## config.mk

```make
export PLATFORM = sky130hd
export DESIGN_NAME = mem_bus_arbiter
export DESIGN_NICKNAME = d
export VERILOG_FILES = /design/src/rtl/mem_bus_arbiter.sv
export SDC_FILE = /design/constraint.sdc
export NUM_CORES = 1
export LEC_CHECK = 0
export CAP_MARGIN = 40
export CORE_ASPECT_RATIO = 0.6
export CORE_MARGIN = 4
export CORE_UTILIZATION = 25
export DETAILED_ROUTE_END_ITERATION = 10
export PLACE_DENSITY_LB_ADDON = 0.1
export REMOVE_ABC_BUFFERS = 1
export SETUP_SLACK_MARGIN = 0.1
export SLEW_MARGIN = 25
export SYNTH_ARGS = -nofsm -noshare
export SYNTH_HDL_FRONTEND = slang
export SYNTH_SLANG_ARGS = --single-unit
```

## constraint.sdc

```tcl
create_clock -name clk -period 2.2 [get_ports clk]
set_input_delay 0.44 -clock clk [delete_from_list [all_inputs] [get_ports clk]]
set_output_delay 0.44 -clock clk [all_outputs]
set_load 0.1 [all_outputs]
```

## src/rtl/mem_bus_arbiter.sv

```systemverilog
// ============================================================================
// mem_bus_arbiter : shares one single-port RAM between fetch and load/store
// Revision        : 1.0
// ============================================================================
`default_nettype none

module mem_bus_arbiter #(
  parameter int TIMEOUT = 255,
  parameter int CNT_W   = 8
) (
  input  logic        clk,
  input  logic        rst,
  input  logic        if_ce_i,
  input  logic [31:0] if_addr_i,
  output logic [31:0] if_data_o,
  output logic        if_ack_o,
  input  logic        d_ce_i,
  input  logic        d_we_i,
  input  logic [31:0] d_addr_i,
  input  logic [3:0]  d_sel_i,
  input  logic [31:0] d_data_i,
  output logic [31:0] d_data_o,
  output logic        d_ack_o,
  output logic        ram_ce_o,
  output logic        ram_we_o,
  output logic [31:0] ram_addr_o,
  output logic [3:0]  ram_sel_o,
  output logic [31:0] ram_data_o,
  input  logic [31:0] ram_data_i,
  input  logic        ram_ack_i,
  output logic        bus_err_o,
  output logic        stall_req_o
);

  typedef enum logic [1:0] {
    IDLE    = 2'd0,
    GRANT_D = 2'd1,
    GRANT_I = 2'd2,
    DONE    = 2'd3
  } state_t;

  localparam logic [CNT_W-1:0] LAST_WAIT = CNT_W'(TIMEOUT - 1);

  state_t            state;
  state_t            state_nx;
  logic [CNT_W-1:0]  wait_cnt;
  logic              own_d;
  logic              own_i;
  logic              err_flag;
  logic              ack_d;
  logic              ack_i;
  logic              lat_we;
  logic [31:0]       lat_addr;
  logic [3:0]        lat_sel;
  logic [31:0]       lat_wdata;
  logic [31:0]       if_data;
  logic [31:0]       d_data;
  logic              granted;
  logic              timeout_hit;

  always_ff @(posedge clk or negedge rst) begin
    if (!rst) state <= IDLE;
    else      state <= state_nx;
  end

  always_comb begin
    state_nx    = state;
    granted     = 1'b0;
    timeout_hit = 1'b0;
    case (state)
      IDLE: begin
        if (d_ce_i)       state_nx = GRANT_D;
        else if (if_ce_i) state_nx = GRANT_I;
      end
      GRANT_D, GRANT_I: begin
        granted = 1'b1;
        // An ack arriving on the last allowed cycle takes precedence over the abort
        if (ram_ack_i) begin
          state_nx = DONE;
        end else if (wait_cnt == LAST_WAIT) begin
          state_nx    = DONE;
          timeout_hit = 1'b1;
        end
      end
      DONE:    state_nx = IDLE;
      default: state_nx = IDLE;
    endcase
  end

  always_ff @(posedge clk or negedge rst) begin
    if (!rst) begin
      wait_cnt  <= '0;
      own_d     <= 1'b0;
      own_i     <= 1'b0;
      err_flag  <= 1'b0;
      ack_d     <= 1'b0;
      ack_i     <= 1'b0;
      lat_we    <= 1'b0;
      lat_addr  <= '0;
      lat_sel   <= '0;
      lat_wdata <= '0;
      if_data   <= '0;
      d_data    <= '0;
    end else begin
      ack_d <= 1'b0;
      ack_i <= 1'b0;
      case (state)
        IDLE: begin
          wait_cnt <= '0;
          if (d_ce_i) begin
            own_d     <= 1'b1;
            own_i     <= 1'b0;
            lat_we    <= d_we_i;
            lat_addr  <= d_addr_i;
            lat_sel   <= d_sel_i;
            lat_wdata <= d_data_i;
          end else if (if_ce_i) begin
            own_d     <= 1'b0;
            own_i     <= 1'b1;
            lat_we    <= 1'b0;
            lat_addr  <= if_addr_i;
            lat_sel   <= 4'b1111;
            lat_wdata <= '0;
          end
        end
        GRANT_D, GRANT_I: begin
          wait_cnt <= wait_cnt + CNT_W'(1);
          if (ram_ack_i) begin
            ack_d <= own_d;
            ack_i <= own_i;
            if (own_i)               if_data <= ram_data_i;
            if (own_d && !lat_we)    d_data  <= ram_data_i;
          end else if (timeout_hit) begin
            ack_d    <= own_d;
            ack_i    <= own_i;
            err_flag <= 1'b1;
            if (own_i) if_data <= '0;
            if (own_d) d_data  <= '0;
          end
        end
        DONE: begin
          wait_cnt <= '0;
          err_flag <= 1'b0;
        end
        default: ;
      endcase
    end
  end

  assign ram_ce_o   = granted;
  assign ram_we_o   = granted & lat_we;
  assign ram_addr_o = granted ? lat_addr  : '0;
  assign ram_sel_o  = granted ? lat_sel   : '0;
  assign ram_data_o = granted ? lat_wdata : '0;

  assign if_data_o  = if_data;
  assign d_data_o   = d_data;
  assign if_ack_o   = ack_i;
  assign d_ack_o    = ack_d;
  assign bus_err_o  = err_flag;

  // Held low during reset so every output is quiet while rst is asserted
  assign stall_req_o = rst & (d_ce_i | if_ce_i) &
                       ~((state == DONE) & ((own_d & ~if_ce_i) | (own_i & ~d_ce_i)));

endmodule

`default_nettype wire

```

### Yosys cells after proc, flatten, opt, wreduce, memory -nomap -nowiden

Cells that the tools add are included.

* register bits after elaboration: 148
* bits of input ports: 138
* output and inout port bits: 138
* logic and storage cells: 89

* $add $sub $neg: 1
* eq/ne operators: 9
* mux-type cells: 41
* bitwise operators: 11
* reductions and logical operators: 14

Operators by type and width (count)
* 32-bit two-way mux: 14
* 1-bit two-way mux: 17
* 8-bit case mux with 2 select lines: 1
* 4-bit two-way mux: 3
* 8-bit by 1-bit adder with 8-bit output (second input constant): 1
* 8-bit equality test (second input constant): 1
* 2-bit two-way mux: 4
* 2-bit nonzero test: 4
* 1-bit bitwise AND: 6
* 3-bit != test (second input constant): 2
* 2-bit case mux with 3 select lines: 1
* 3-bit AND reduction: 2
* 2-bit equality test (second input constant): 2
* 2-bit != test (second input constant): 2
* 2-bit AND reduction: 2
* 4-bit AND reduction: 1
* 2-bit OR reduction: 2
* 1-bit inverter: 3
* 2-bit by 1-bit equality test with 1-bit output (second input constant): 1
* 2-bit logical NOT: 1
* 2-bit by 1-bit != test with 1-bit output (second input constant): 1
* 1-bit OR: 2
* 1-bit case mux with 2 select lines: 1
* 1-bit logical AND: 1
* 1-bit logical NOT: 1

### Logic depth before layout (Yosys ltp)

Gate-level depths: netlist (run 1).

* depth after elaboration: 7
* gate-level depth with buffers: 7
* depth with buffers taken out: 6

### Worst setup path before layout (run 1)

OpenSTA, ideal clock, no wires.

* path type: register to output
* from: register state[0]
* to: output ram_addr_o[0]
* data arrival time: 2.661 ns
* data required time: 1.760 ns
* path slack: -0.901 ns
* cell stages (with the launch flop): 6
* path buffers: 2
* path through: dfrtp_1 -> inv_1 -> ha_1 -> clkbuf_1 -> clkbuf_1 -> and2_1

* longest elaborated chain between the ends: 4
* elaborated cells between the ends (all ways): 5
* classes of those cells: 2 x eq/ne; 2 x mux; 1 x reduce/logical

Ends and longest elaborated chain
* start, declared: line 44 `state_t state;`
* start signal, assigned: line 63 `else state <= state_nx;`
* 2-bit by 1-bit equality test with 1-bit output or 2-bit equality test (tied branches): line 70 `case (state)`
* 2-bit OR reduction (*): line 70
* 1-bit two-way mux (*): line 70
* net ram_ce_o: line 24 `output logic ram_ce_o,`
* 32-bit two-way mux (*): line 152 `assign ram_addr_o = granted ? lat_addr : '0;`
* end, declared: line 26 `output logic [31:0] ram_addr_o,`

Mark *: on every way through the listed nets, which the timed path passes. The rest lies on a longest branch.

### Final worst setup path (run 1)

* from: register state[1]
* to: output ram_addr_o[4]

* longest elaborated chain between the ends: 4
* elaborated cells between the ends (all ways): 5
* classes of those cells: 2 x eq/ne; 2 x mux; 1 x reduce/logical

Ends and longest elaborated chain (line)
* 2-bit by 1-bit equality test with 1-bit output or 2-bit equality test (tied branches): 70
* 2-bit OR reduction (*): 70
* 1-bit two-way mux (*): 70
* 32-bit two-way mux (*): 152

Mark *: on every way between the ends. The rest lies on a longest branch, timed or not.

==> run metrics, run 1 <==
WL final=approximately 24000 um; Final Non-Filler Cells=1149; Crit Reg-Reg Endpoint=state[0]$_DFFE_PN0P_; residual DRC count=0; slowest stage delay, CP=around 0.36 ns; Final Hold Slack=0.195 ns; Peak Freq=around 450 MHz; Final setup viols=9; Least-Margin Pin Slew=between 0.8 and 0.9 ns; Worst EP required=1.76 ns; Worst-path clk slew=~0.06 ns; Cell Chain, Critical Path=inv_2, ha_4, buf_6, buf_12, and2_4, buf_12; most frequent CP cell=buf_12; Root Buffer=clkbuf_16; Yosys cell types=36; P&R area growth vs syn=79.3%; post-synth top area share=59.3%; M1 GR Usage=between 20% and 30%; grt total ovfl=0; R2R depth=9; DRT iter0 DRCs=a little under 300; Final #Nets=~960; status=finished with violations; area leader, netlist=dfrtp_1; Die Area=between 20000 and 30000 sq um; post-route antenna net violation count=0; Rel. slew slack=~46%; CP Max Fanout=10; CP top delay family=buffers and inverters; violated checks=setup timing; # hold bufs at CTS=0; grt met3 use=6.39%; H-tree depth=4; setup slack after layout=-0.00800 ns; Final Cycle Share=100%; initial core utilization=25.6%; placed insts=about 1100; ranking of synthesized cells by area=dfrtp_1 (59%), a22o_1 (13%), and2_1 (7.6%); Yosys reg bits=148; WL/cell=approximately 21 um; syn avg cell area=approximately 12 sq um; CP Launch Type=register; vias in the first global route=approximately 6000; Fin. Hold Viols=0; CTS tree=done; vias per inst=between 4 and 5; vias=roughly 5600; Buf/Inv on CP=4; Clock Sinks=approximately 150; RSZ-0062 raised after global routing=true; synthesized area=around 6200 sq um; area of the multi-input gates=between 2000 and 3000 sq um; GRT Max-Usage Layer=met2; I/O pins=roughly 280; Slowest-stage cell, CP=dfrtp_1; largest net degree at the start of global routing=between 100 and 150; Die Wd=between 200 and 250 um; reg-to-reg slack, setup=about 0.29 ns; FF-to-FF Start=state[1]$_DFFE_PN0P_; DP HPWL=15800 um; Max-Cap Viols=0; Filler Cell Count=about 2200; Hold WC Path Type=input port to async pin; Die Height=approximately 130 um; Mapped Cells=532; setup TNS=-0.0264 ns; global-route wire length before repair=roughly 36000 um; Final GP Congestion=0.760; min Tclk post-route=2.21 ns; skew final=~0.0057 ns; layout cells sized above 1=35.2%; Max clock buf depth=2; Setup Crit Path Kind=register to primary output; first drt pass iteration count=6; Total GRT Usage=between 10% and 20%; # rows=44; TritonCTS Buffers=17; IO Port Bufs=between 200 and 300; clk_lat worst skew=0.41 ns; critical path arrival=around 1.8 ns; sequential area share after synthesis=59.3%; CORE AREA=between 20000 and 25000 sq um; CP endpoint kind=primary output; initial antenna violation count=1; Sequential cell area=approximately 3700 sq um; Final Max Tran Viols=0; met2 Usage GRT=about a quarter; Yosys warnings=0
## placed cells by master, fill, tap and decap left out, types with 3 or more instances in the layout
| master | n |
|---|---|
| buf_4 | 81 |
| buf_16 | 4 |
| o22ai_1 | 65 |
| a22o_2 | 3 |
| a21oi_1 | 36 |
| a22o_1 | 94 |
| inv_1 | 4 |
| buf_6 | 3 |
| and2_1 | 7 |
| clkdlybuf4s50_1 | 136 |
| nand3_1 | 5 |
| clkbuf_16 | 21 |
| o22a_1 | 4 |
| xnor2_1 | 5 |
| nand2_1 | 7 |
| dfrtp_1 | 148 |
| nor2b_1 | 3 |
| buf_12 | 82 |
| clkinv_4 | 3 |
| and2_4 | 69 |
| bufinv_16 | 6 |
## per-layer routing
layer / up-vias / wire, um
met5: - / 0
met1: 2822 / 10600
met4: 0 / 340
met2: 198 / 11100
li1: 2543 / -
met3: 23 / 1910
## area by class of cell
type / count / area share, %
clock buffers: 18 / 3.92
repair buffers: 311 / 34.6
multi-input cells: 329 / 22.5
well taps: 322 / 3.60
diodes: 1 / 0.0223
inverters: 7 / 0.235
flip-flops and latches: 148 / 33.1
clock inverters: 13 / 2.07
## worst max-delay path by stage
stage | cells after the start | startpoint | slack [ns] | end
after CTS | 6 | state[0]$_DFFE_PN0P_ | -0.03 | ram_addr_o[4]
final | 6 | state[1]$_DFFE_PN0P_ | -0.008 | ram_addr_o[4]
after floorplan | 4 | state[0]$_DFFE_PN0P_ | -1.58 | d_data_o[0]$_DFFE_PN0P_
after global routing | 6 | state[0]$_DFFE_PN0P_ | -0.09 | ram_addr_o[24]
after global placement | 5 | state[0]$_DFFE_PN0P_ | 0.20 | ram_addr_o[4]
after detailed placement | 5 | state[0]$_DFFE_PN0P_ | 0.17 | ram_addr_o[4]
## worst reg2reg max path: stages (launching register included)
cell and delay, ns:
dfrtp_1 0.36, inv_2 0.06, ha_4 0.31, buf_4 0.13, buf_8 0.10, buf_4 0.15, nor2b_1 0.13, o21ai_0 0.21
o22ai_1 0.27, a31oi_1 0.07
## cell families (layout without fill, tap and decap cells)
kind of cell | Yosys count | in the layout | synth area share [%]
AO/OA/AOI/OAI | 212 | 212 | 24.8
XOR/XNOR | 6 | 6 | 0.841
adder cells (fa/ha/maj) | 4 | 4 | 0.801
buffers and inverters | 55 | 349 | 3.78
flip-flops | 148 | 148 | 59.3
multiplexers | 2 | 2 | 0.320
other | 0 | 1 | 0
AND/OR/NAND/NOR | 105 | 105 | 10.2
## cell usage after synthesis
master	number
dfrtp_1	148
a22o_1	94
and2_1	76
o22ai_1	65
a21oi_1	36
clkbuf_1	35
nand2_1	9
buf_2	6
inv_1	6
nand3_1	5
xnor2_1	5
buf_1	4
ha_1	4
nor2_1	4
o22a_1	4
a22o_2	3
buf_6	3
nor2b_1	3
o21ai_0	3
mux2i_1	2
nand4_1	2
a21boi_0	1
a31oi_1	1
a41oi_2	1
and3_1	1
and3_2	1
and4_4	1
clkinv_1	1
nand2b_1	1
nand3b_4	1
nor3_1	1
o21a_1	1
o21ai_1	1
o2bb2ai_1	1
o31ai_1	1
xor2_1	1
## through the flow
step / util, % / instance area (sq um) / worst slack (ns)
finish: 45.9 / 11200 / -0.00800
global route: 45.9 / 11200 / -0.0911
CTS: 45.5 / 11100 / -0.0252
detailed placement: 41.0 / 9990 / 0.174
global placement: 41.0 / 9990 / 0.198
floorplan: - / 6040 / -1.58
## state kept, by name, summed over array words and instances (netlist names), 2 cells and up
name / flops
d_data_o: 32
lat_addr: 32
state: 2
lat_sel: 4
if_data_o: 32
lat_wdata: 32
wait_cnt: 8
## timing repair
| item | CTS | global route |
|---|---|---|
| setup buffers | 12 | 0 |
| cloned | 3 | 5 |
| resized for setup | 86 | 0 |
| pin swaps | 4 | 2 |
| endpoints found under the setup margin | 71 | 71 |
Power of run 1 is not shown: default switching activity piles up to over one toggle a cycle in this logic, so the estimate is an artifact.
==> run 2: changes to the inputs <==
Settings changed: SLEW_MARGIN 25 to 20.
==> results of run 2 <==
Same layout as run 1: the final DEF is identical, and so are final timing and power.
Power of run 2 is left out for the same reason.
==> run 3: changes to the inputs <==
Settings changed: CTS_CLUSTER_SIZE set to 12, SKIP_CTS_REPAIR_TIMING set to 1.
==> run metrics, run 3 (same netlist as run 1, synthesis figures left out) <==
Total GRT Usage=16.0% (-0.71 points); skew final=0.00545 ns (-0.000236 ns); Final GP Congestion=0.760 (unchanged); WL final=23000 um (-3.8%); Root Buffer=clkbuf_16; DRT iter0 DRCs=318 (+10%); clk_lat worst skew=0.41 ns (about the same); # rows=44 (unchanged); CORE AREA=24400 sq um (unchanged); WL met3=1590 um (-17%); Die Area=27700 sq um (unchanged); CTS tree=done; residual DRC count=0 (unchanged); setup TNS=-2.45 ns (-2.42 ns); Fin. Hold Viols=0 (unchanged); CP Capture Point=ram_addr_o[12]; Final Non-Filler Cells=1137 (-1.0%); Final Cycle Share=102% (+2.0 points); critical path arrival=1.81 ns (+0.04 ns); H-tree depth=4 (unchanged); WL/cell=20.3 um (-2.8%); Rel. slew slack=44.3% (-1.5 points); slowest stage delay, CP=0.41 ns (+0.05 ns); CP Max Fanout=19 (+9); CP endpoint kind=primary output; DR WL met2=10800 um (-2.3%); DP HPWL=15800 um (unchanged); IO Port Bufs=275 (unchanged); Die Height=130 um (unchanged); Final Max Tran Viols=0 (unchanged); initial antenna violation count=0 (-1); most frequent cells in the layout=dfrtp_1 (148), clkdlybuf4s50_1 (136), a22o_1 (94), buf_12 (82), buf_4 (77); vias=5475 (-2.0%); Max-Cap Viols=0 (unchanged); initial core utilization=25.6% (unchanged); global-route wire length before repair=34500 um (-3.4%); P&R area growth vs syn=75.7%; Worst EP required=1.76 ns (about the same); Sequential cell area=3700 sq um (unchanged); Max clock buf depth=2 (unchanged); Clock Sinks=148 (unchanged); vias per inst=4.82 (-0.95%); Top Layer Used=met4; RSZ-0062 raised after global routing=true; Filler Cell Count=2232 (+0.86%); ant diodes=0 (-1); I/O pins=276 (unchanged); Final setup viols=67 (+58); Final #Nets=945 (-1.2%); Peak Freq=444 MHz (-2.0%); layout cells sized above 1=34.4% (-0.87 points); post-route antenna net violation count=0 (unchanged); TritonCTS Buffers=17 (unchanged); commonest non-fill, non-tap cell in the layout=dfrtp_1; Slowest-stage cell, CP=dfrtp_1; Cell Chain, Critical Path=inv_2, ha_4, buf_12, buf_12, and2_4, buf_12; Die Wd=212 um (unchanged); largest net degree at the start of global routing=149 (unchanged); Final Hold Slack=0.182 ns (-0.0129 ns); R2R depth=8 (-1); Least-Margin Pin Slew=0.835 ns (+0.0222 ns); most frequent CP cell=buf_12; Final Util=45.0% (-0.91 points); status=finished with violations; worst setup path startpoint=state[0]$_DFFE_PN0P_; CP Launch Type=register; setup slack after layout=-0.0528 ns (-0.0448 ns); placed insts=1097 (unchanged); vias in the first global route=5845 (-2.1%); min Tclk post-route=2.25 ns (+0.0448 ns); violated checks=setup timing; grt total ovfl=0 (unchanged); first drt pass iteration count=4 (-2); Setup Crit Path Kind=register to primary output; Worst-path clk slew=0.06 ns (about the same); Crit Reg-Reg Endpoint=if_data_o[31]$_DFFE_PN0P_; wire length on met1=10400 um (-2.3%); area of the multi-input gates=2510 sq um (-0.59%); reg-to-reg slack, setup=0.40 ns (+0.11 ns); Hold WC Path Type=input port to async pin; FF-to-FF Start=state[0]$_DFFE_PN0P_
## run 3: metal layers
metal | global-route usage (%) | up-vias
li1 | - | 2512
met1 | 20.8 | 2780
met2 | 25.4 | 164
met3 | 6.32 | 19
met4 | 3.50 | 0
met5 | 0 | -
## run 3: area by class of cell
type	count	area share, %
Multi-Input combinational cell	329	22.9
Clock inverter	13	2.11
Timing Repair Buffer	300	33.4
Inverter	7	0.239
Clock buffer	18	4.00
Tap cell	322	3.67
Sequential cell	148	33.7
## run 3: how the worst min path moves through the flow
stage | from | endpoint | slack, ns
global placement | lat_wdata[5]$_DFFE_PN0P_ | lat_wdata[5]$_DFFE_PN0P_ | 0.48
global route | rst | lat_wdata[14]$_DFFE_PN0P_ | 0.25
CTS | rst | lat_wdata[17]$_DFFE_PN0P_ | 0.22
finish | rst | lat_wdata[10]$_DFFE_PN0P_ | 0.18
floorplan | rst | bus_err_o$_DFFE_PN0P_ | 0.14
detailed placement | lat_wdata[28]$_DFFE_PN0P_ | lat_wdata[28]$_DFFE_PN0P_ | 0.48
## run 3: through the flow
| stage | setup WS (ns) | area (sq um) |
|---|---|---|
| after floorplan | -1.58 | 6040 |
| after global placement | 0.198 | 9990 |
| after detailed placement | 0.174 | 9990 |
| after CTS | -0.317 | 10700 |
| after global routing | -0.137 | 11000 |
| final | -0.0528 | 11000 |
## run 3: critical path: cells and delay by family, from the launching register on
kind / cells / cell delay [ns]
buffers and inverters: 4 / 0.52
DFF: 1 / 0.41
adders and majority gates: 1 / 0.28
and+or+nand+nor: 1 / 0.17
Power of run 3 is left out for the same reason.
